<file path="src/rtl/wb_common_pkg.sv">
// Wishbone constants shared by the SDRAM initiators.
// Cycle-type codes, burst type and the pattern LFSR step.
package wb_common_pkg;

  localparam logic [2:0] CTI_CLASSIC = 3'b000;
  localparam logic [2:0] CTI_INC     = 3'b010;
  localparam logic [2:0] CTI_EOB     = 3'b111;

  localparam logic [1:0] BTE_LINEAR  = 2'b00;

  localparam logic [31:0] LFSR_TAPS  = 32'h8020_0003;

  function automatic logic [31:0] lfsr_next(input logic [31:0] q);
    return {1'b0, q[31:1]} ^ (q[0] ? LFSR_TAPS : 32'h0);
  endfunction

endpackage

</file>
<file path="src/rtl/wb_sdram_lfsr.sv">
// 32-bit right-shifting Galois LFSR used as the test pattern.
// Load wins over step; one instance serves both phases.
module wb_sdram_lfsr
  import wb_common_pkg::*;
(
  input  logic        clk,
  input  logic        rst,
  input  logic        load,
  input  logic        step,
  input  logic [31:0] seed,
  output logic [31:0] q
);

  // pattern register: reload on phase start, advance per acked beat
  always_ff @(posedge clk or posedge rst) begin
    if (rst)       q <= '0;
    else if (load) q <= seed;
    else if (step) q <= lfsr_next(q);
  end

endmodule

</file>
<file path="src/rtl/wb_sdram_selftest.sv">
// Wishbone SDRAM self-test initiator: burst write a pattern,
// read it back, count mismatches and watch for bus hangs.
module wb_sdram_selftest
  import wb_common_pkg::*;
#(
  parameter logic [31:0] ADDR_LOW  = 32'h0,
  parameter int          WORDS     = 4096,
  parameter int          BURST_LEN = 8,
  parameter logic [31:0] SEED      = 32'hACE1_2468,
  parameter int          TIMEOUT   = 1024
)(
  input  logic        wb_clk,
  input  logic        wb_rst,
  input  logic        start,
  output logic        busy,
  output logic        done,
  output logic        pass,
  output logic        timeout,
  output logic [15:0] err_count,
  output logic [31:0] err_adr,
  output logic [31:0] wb_adr_o,
  output logic [31:0] wb_dat_o,
  output logic [3:0]  wb_sel_o,
  output logic        wb_we_o,
  output logic        wb_cyc_o,
  output logic        wb_stb_o,
  output logic [2:0]  wb_cti_o,
  output logic [1:0]  wb_bte_o,
  input  logic [31:0] wb_dat_i,
  input  logic        wb_ack_i
);

  localparam logic [2:0] S_IDLE     = 3'd0;
  localparam logic [2:0] S_WR_BURST = 3'd1;
  localparam logic [2:0] S_WR_GAP   = 3'd2;
  localparam logic [2:0] S_RD_BURST = 3'd3;
  localparam logic [2:0] S_RD_GAP   = 3'd4;
  localparam logic [2:0] S_DONE     = 3'd5;

  localparam int BW =
    (BURST_LEN > 1) ? $clog2(BURST_LEN) : 1;
  localparam logic [BW-1:0] BEAT_LAST = BW'(BURST_LEN - 1);
  localparam logic [31:0] WORDS_W  = 32'(WORDS);
  localparam logic [31:0] TMO_LAST = 32'(TIMEOUT - 1);
  localparam logic [2:0] CTI_FIRST =
    (BURST_LEN == 1) ? CTI_CLASSIC : CTI_INC;

  logic [2:0]    state;
  logic [BW-1:0] beat;
  logic [31:0]   words;
  logic [31:0]   wd;
  logic          cyc;
  logic [31:0]   lfsr_q;
  logic          go;
  logic          ack;
  logic          in_burst;
  logic          last_beat;
  logic          bus_tmo;
  logic          rd_miss;
  logic          lfsr_load;

  // cyc and stb move together; an ack outside a cycle is ignored
  assign ack       = wb_ack_i & cyc;
  assign go        = (state == S_IDLE) & start;
  assign in_burst  = (state == S_WR_BURST) |
                     (state == S_RD_BURST);
  assign last_beat = (beat == BEAT_LAST);
  assign bus_tmo   = in_burst & ~ack & (wd == TMO_LAST);
  assign rd_miss   = ack & (state == S_RD_BURST) &
                     (wb_dat_i != lfsr_q);
  assign lfsr_load = go |
                     ((state == S_WR_GAP) & (words == WORDS_W));

  assign wb_cyc_o = cyc;
  assign wb_stb_o = cyc;
  assign wb_dat_o = lfsr_q;
  assign wb_sel_o = 4'hF;
  assign wb_bte_o = BTE_LINEAR;

  wb_sdram_lfsr u_lfsr (
    .clk  (wb_clk),
    .rst  (wb_rst),
    .load (lfsr_load),
    .step (ack),
    .seed (SEED),
    .q    (lfsr_q)
  );

  // sequencer: bursts, gaps, address/cti per beat and watchdog
  always_ff @(posedge wb_clk or posedge wb_rst) begin
    if (wb_rst) begin
      state    <= S_IDLE;
      beat     <= '0;
      words    <= '0;
      wd       <= '0;
      cyc      <= 1'b0;
      wb_we_o  <= 1'b0;
      wb_adr_o <= '0;
      wb_cti_o <= CTI_CLASSIC;
      busy     <= 1'b0;
      done     <= 1'b0;
      pass     <= 1'b0;
      timeout  <= 1'b0;
    end else begin
      unique case (state)
        S_IDLE: begin
          if (start) begin
            state    <= S_WR_BURST;
            beat     <= '0;
            words    <= '0;
            wd       <= '0;
            cyc      <= 1'b1;
            wb_we_o  <= 1'b1;
            wb_adr_o <= ADDR_LOW;
            wb_cti_o <= CTI_FIRST;
            busy     <= 1'b1;
            done     <= 1'b0;
            pass     <= 1'b0;
            timeout  <= 1'b0;
          end
        end
        S_WR_BURST, S_RD_BURST: begin
          if (ack) begin
            wb_adr_o <= wb_adr_o + 32'd4;
            words    <= words + 32'd1;
            wd       <= '0;
            if (last_beat) begin
              cyc   <= 1'b0;
              state <= (state == S_WR_BURST) ?
                       S_WR_GAP : S_RD_GAP;
            end else begin
              beat     <= beat + 1'b1;
              wb_cti_o <= (beat + 1'b1 == BEAT_LAST) ?
                          CTI_EOB : CTI_INC;
            end
          end else if (bus_tmo) begin
            cyc     <= 1'b0;
            wb_we_o <= 1'b0;
            timeout <= 1'b1;
            busy    <= 1'b0;
            done    <= 1'b1;
            pass    <= 1'b0;
            state   <= S_DONE;
          end else begin
            wd <= wd + 32'd1;
          end
        end
        S_WR_GAP: begin
          beat     <= '0;
          wd       <= '0;
          cyc      <= 1'b1;
          wb_cti_o <= CTI_FIRST;
          if (words == WORDS_W) begin
            state    <= S_RD_BURST;
            words    <= '0;
            wb_we_o  <= 1'b0;
            wb_adr_o <= ADDR_LOW;
          end else begin
            state <= S_WR_BURST;
          end
        end
        S_RD_GAP: begin
          if (words == WORDS_W) begin
            state <= S_DONE;
            busy  <= 1'b0;
            done  <= 1'b1;
            pass  <= (err_count == 16'h0);
          end else begin
            state    <= S_RD_BURST;
            beat     <= '0;
            wd       <= '0;
            cyc      <= 1'b1;
            wb_cti_o <= CTI_FIRST;
          end
        end
        S_DONE: begin
          if (start) begin
            state <= S_IDLE;
            done  <= 1'b0;
            pass  <= 1'b0;
          end
        end
        default: begin
          state <= S_IDLE;
          cyc   <= 1'b0;
          busy  <= 1'b0;
        end
      endcase
    end
  end

  // read checker: saturating miss count, first failing address
  always_ff @(posedge wb_clk or posedge wb_rst) begin
    if (wb_rst) begin
      err_count <= '0;
      err_adr   <= '0;
    end else if (go) begin
      err_count <= '0;
      err_adr   <= '0;
    end else if (rd_miss) begin
      if (err_count == 16'h0)
        err_adr <= wb_adr_o;
      if (err_count != 16'hFFFF)
        err_count <= err_count + 16'd1;
    end
  end

endmodule

</file>
<file path="config.mk">
export PLATFORM = sky130hd
export DESIGN_NAME = wb_sdram_selftest
export DESIGN_NICKNAME = d
export VERILOG_FILES = /design/src/rtl/wb_common_pkg.sv /design/src/rtl/wb_sdram_lfsr.sv /design/src/rtl/wb_sdram_selftest.sv
export SDC_FILE = /design/constraint.sdc
export NUM_CORES = 1
export LEC_CHECK = 0
export ABC_AREA = 0
export BUFFER_PORTS_ARGS = -buffer_cell sky130_fd_sc_hd__buf_2
export CAP_MARGIN = 20
export CORE_MARGIN = 2
export CORE_UTILIZATION = 45
export DETAILED_ROUTE_END_ITERATION = 16
export PLACE_DENSITY = 0.68
export SLEW_MARGIN = 15
export SYNTH_ARGS = -nofsm -noshare
export SYNTH_HDL_FRONTEND = slang
export SYNTH_SLANG_ARGS = --single-unit
</file>
<file path="constraint.sdc">
create_clock -name wb_clk -period 5.65 [get_ports wb_clk]
set_input_delay 0.8475 -clock wb_clk [delete_from_list [all_inputs] [get_ports wb_clk]]
set_output_delay 0.8475 -clock wb_clk [all_outputs]
set_load 0.03 [all_outputs]
</file>
==> flow_summary.yaml <==
synthesis:
  synth_edf_count: 0
  synth_area_per_cell_um2: 8.86
  synth_cell_types: 54
  syn_area_um2: 9900
  synth_warnings: 0
  netlist_instances: 1118
  synth-seq-area-share_pct: 47.3
  postSynth.topFlopCell: "dfrtp_1"
  async_flop_share_pct: 100
  ys_ff_latch: 187
timing:
  relSlewSlack_pct: 27.2
  worst_slack_ns: 2.53
  fmaxAchievable_mhz: 321
  tightest_slew_ns: 1.09
  setup_violations: 0
  skew_ns: 0.0147
  drv_slew: 0
  final.min_clock_period_ns: 3.12
  hold_violations: 0
  min_period_over_period_pct: 55.2
  fin_tns_setup_ns: 0
  rsz0062_at_grt: "no"
clocking:
  numCtsBuffers: 17
  cts.sinks: 187
  cts_buffer_depth: 2
  cts_resized: 0
  path_clk_slew_ns: 0.07
  cts-root-buf: "clkbuf_16"
  post_cts_buffers: 0
  cts_tree: "yes"
  cts_max_level: 4
  cts_hold_buf: 0
  clock_latency_ns: 0.44
placed_design:
  place_inst: 1501
  io_buffer_count: 155
  pre_cts_slack_ns: 2.48
  dp_hpwl_mm: 16.8
  dpl_cell_area_um2: 10900
  gp_congestion: 0.835
global_route:
  grt_pass1_vias: 7766
  grt-ovfl-total: 0
  grt_max_degree: 83
  grt_antenna_before_repair: 0
  top_usage_layer: "met2"
  grtUsageMet3_pct: 3.87
  met1_usage_pct: 29.5
  track_usage_pct: 21.1
  met2_usage_pct: 33.5
  grt_pass1_wl_mm: 40.7
critical_path:
  crit_path_start: "words[0]"
  startpoint_type: "flip-flop"
  worstSetupPathType: "reg2reg"
  worstPathArrival_ns: 3.46
  reg2reg_slack_ns: 2.53
  crit_chain: "inv_1 > ha_1 > nor4b_1 > nand4_1 > o41ai_4 > buf_4 > nand2_1 > or4_1 > a21oi_1"
  r2r_start: "words[0]"
  slowest_delay_ns: 0.56
  endpoint_kind: "flip-flop"
  crit_fanout: 42
  worstSetupEndpoint: "words[5]"
  crit_required_ns: 5.99
  rr_endpoint: "words[5]"
  rr_worst_depth: 9
  slowest_stage: "o41ai_4"
job:
  drv_cap: 0
routing:
  final_antenna_net_count: 0
  drc_errors: 0
  drt_pass1_iterations: 6
  vias: 8566
  wirelength_mm: 24.6
  drt_iter0_markers: 706
  viasPerCell: 5.59
  wl_per_cell_um: 16.1
floorplan:
  die_area_um2: 23200
  fp-row-count: 54
  die_y_um: 152
  io_pins: 164
  die_w_um: 152
  coreArea_um2: 21700
  start_util_pct: 45.7
finish:
  utilization_pct: 52.9
  syn_to_final_growth_pct: 15.8
  instances_no_fill: 1533
  nets: 1285
  nFillCells: 1994
  multi_input_area_um2: 4850
  ff_latch_area_um2: 4680
  n_antenna_cell: 0
  final_area_um2: 11500
  layout-drive-gt1-share_pct: 17.1
min_path:
  hold_depth: 1
  hold_class: "reg2reg"
  holdCritStartpoint: "wb_cti_o[1]"
power:
  power.density_nw_per_um2: 408
  vdd_drop_max_mv: 0.259
  leakage_uw: 0.00519
outcome:
  status: "completed"
worst max-delay path, delay by kind of cell (launching register included):
family	cells	cell delay (ns)
AO/OA/AOI/OAI	2	0.71
adder cells (fa/ha/maj)	1	0.16
buffers and inverters	2	0.57
flip-flops	1	0.43
AND/OR/NAND/NOR	4	1.15
cell families (layout without fill, tap and decap cells):
family          after synthesis  count (layout)  synth area share [%]
compound gates              191             191                  11.5
xor+xnor                     84              84                  7.43
fa+ha+maj                     9               9                  1.14
buf+inv                      91             220                  4.20
flops                       187             187                  47.3
mux                           3               3                 0.316
other cells                   2               8                0.0759
simple gates                551             551                  28.1
worst min-delay path by stage:
stage               slack [ns]     endpoint
CTS                       0.48  wb_cti_o[1]
floorplan                 0.47        wd[0]
finish                    0.47  wb_cti_o[1]
detailed placement        0.46  wb_cti_o[1]
global placement          0.45  wb_cti_o[1]
global route              0.50      timeout
layout by cell type, fill, tap and decap left out, types with 4 or more instances in the layout:
master	n
a21oi_1	62
a22o_1	4
a31oi_1	7
and2_1	10
and3_1	20
and4_1	13
buf_2	155
buf_4	14
clkbuf_16	17
clkinvlp_4	4
conb_1	8
dfrtp_1	187
ha_1	9
inv_1	16
inv_8	5
nand2_1	189
nand2b_1	6
nand3_1	63
nand4_1	51
nor2_1	79
nor3_1	24
nor3b_1	4
nor4_1	19
nor4b_1	7
o211ai_1	8
o21ai_0	70
o31ai_1	19
or3_1	31
or4_1	20
xnor2_1	44
xor2_1	40
synthesized netlist by cell type (4+ instances only):
cell type,count,area [um2]
buf_2,14,70.1
nand2_1,189,709
and4_1,13,114
a31oi_1,8,50.1
nor4_1,19,119
nor4b_1,8,70.1
inv_1,17,63.8
dfrtp_1,187,4680
o211ai_1,8,60.1
a22o_1,4,35.0
and3_1,20,125
a21oi_1,62,310
nand2b_1,6,37.5
nand3_1,63,315
o21ai_0,70,350
buf_4,11,82.6
nor3_1,24,120
nor3b_1,4,30.0
or4_1,20,150
nor2_1,79,297
o31ai_1,19,143
xnor2_1,44,385
nand4_1,51,319
or3_1,31,194
and2_1,10,62.6
clkbuf_1,46,173
xor2_1,40,350
ha_1,9,113
metrics by stage:
| step | hold slack (ns) | power, uW |
|---|---|---|
| finish | 0.467 | 4680 |
| global route | 0.501 | 4960 |
| CTS | 0.477 | 4720 |
| detailed placement | 0.456 | 3460 |
| global placement | 0.446 | 3430 |
| floorplan | 0.475 | 3000 |
registers in the layout, indices dropped and copies added (netlist names):
register,cells
timeout,1
state,3
beat,3
err_count,16
wb_we_o,1
u_lfsr.q,32
wd,32
busy,1
err_adr,31
wb_adr_o,30
pass,1
wb_cyc_o,1
wb_cti_o,2
words,32
done,1
area by class of cell:
type | count | area share [%]
clock buffers | 18 | 3.83
repair buffers | 170 | 7.86
well taps | 280 | 3.06
multi-input cells | 846 | 42.3
flip-flops and latches | 187 | 40.8
inverters | 18 | 0.622
clock inverters | 14 | 1.52
report_power, final:
group          internal [uW]  switching, uW
logic                    499           1060
registers               1550            316
clock network            684            566
per-layer routing:
metal	wire, um	vias up
met5	0	-
met4	464	0
met2	11900	163
met3	909	33
met1	11400	4176
li1	-	4194
(Power assumes the default switching activity.)
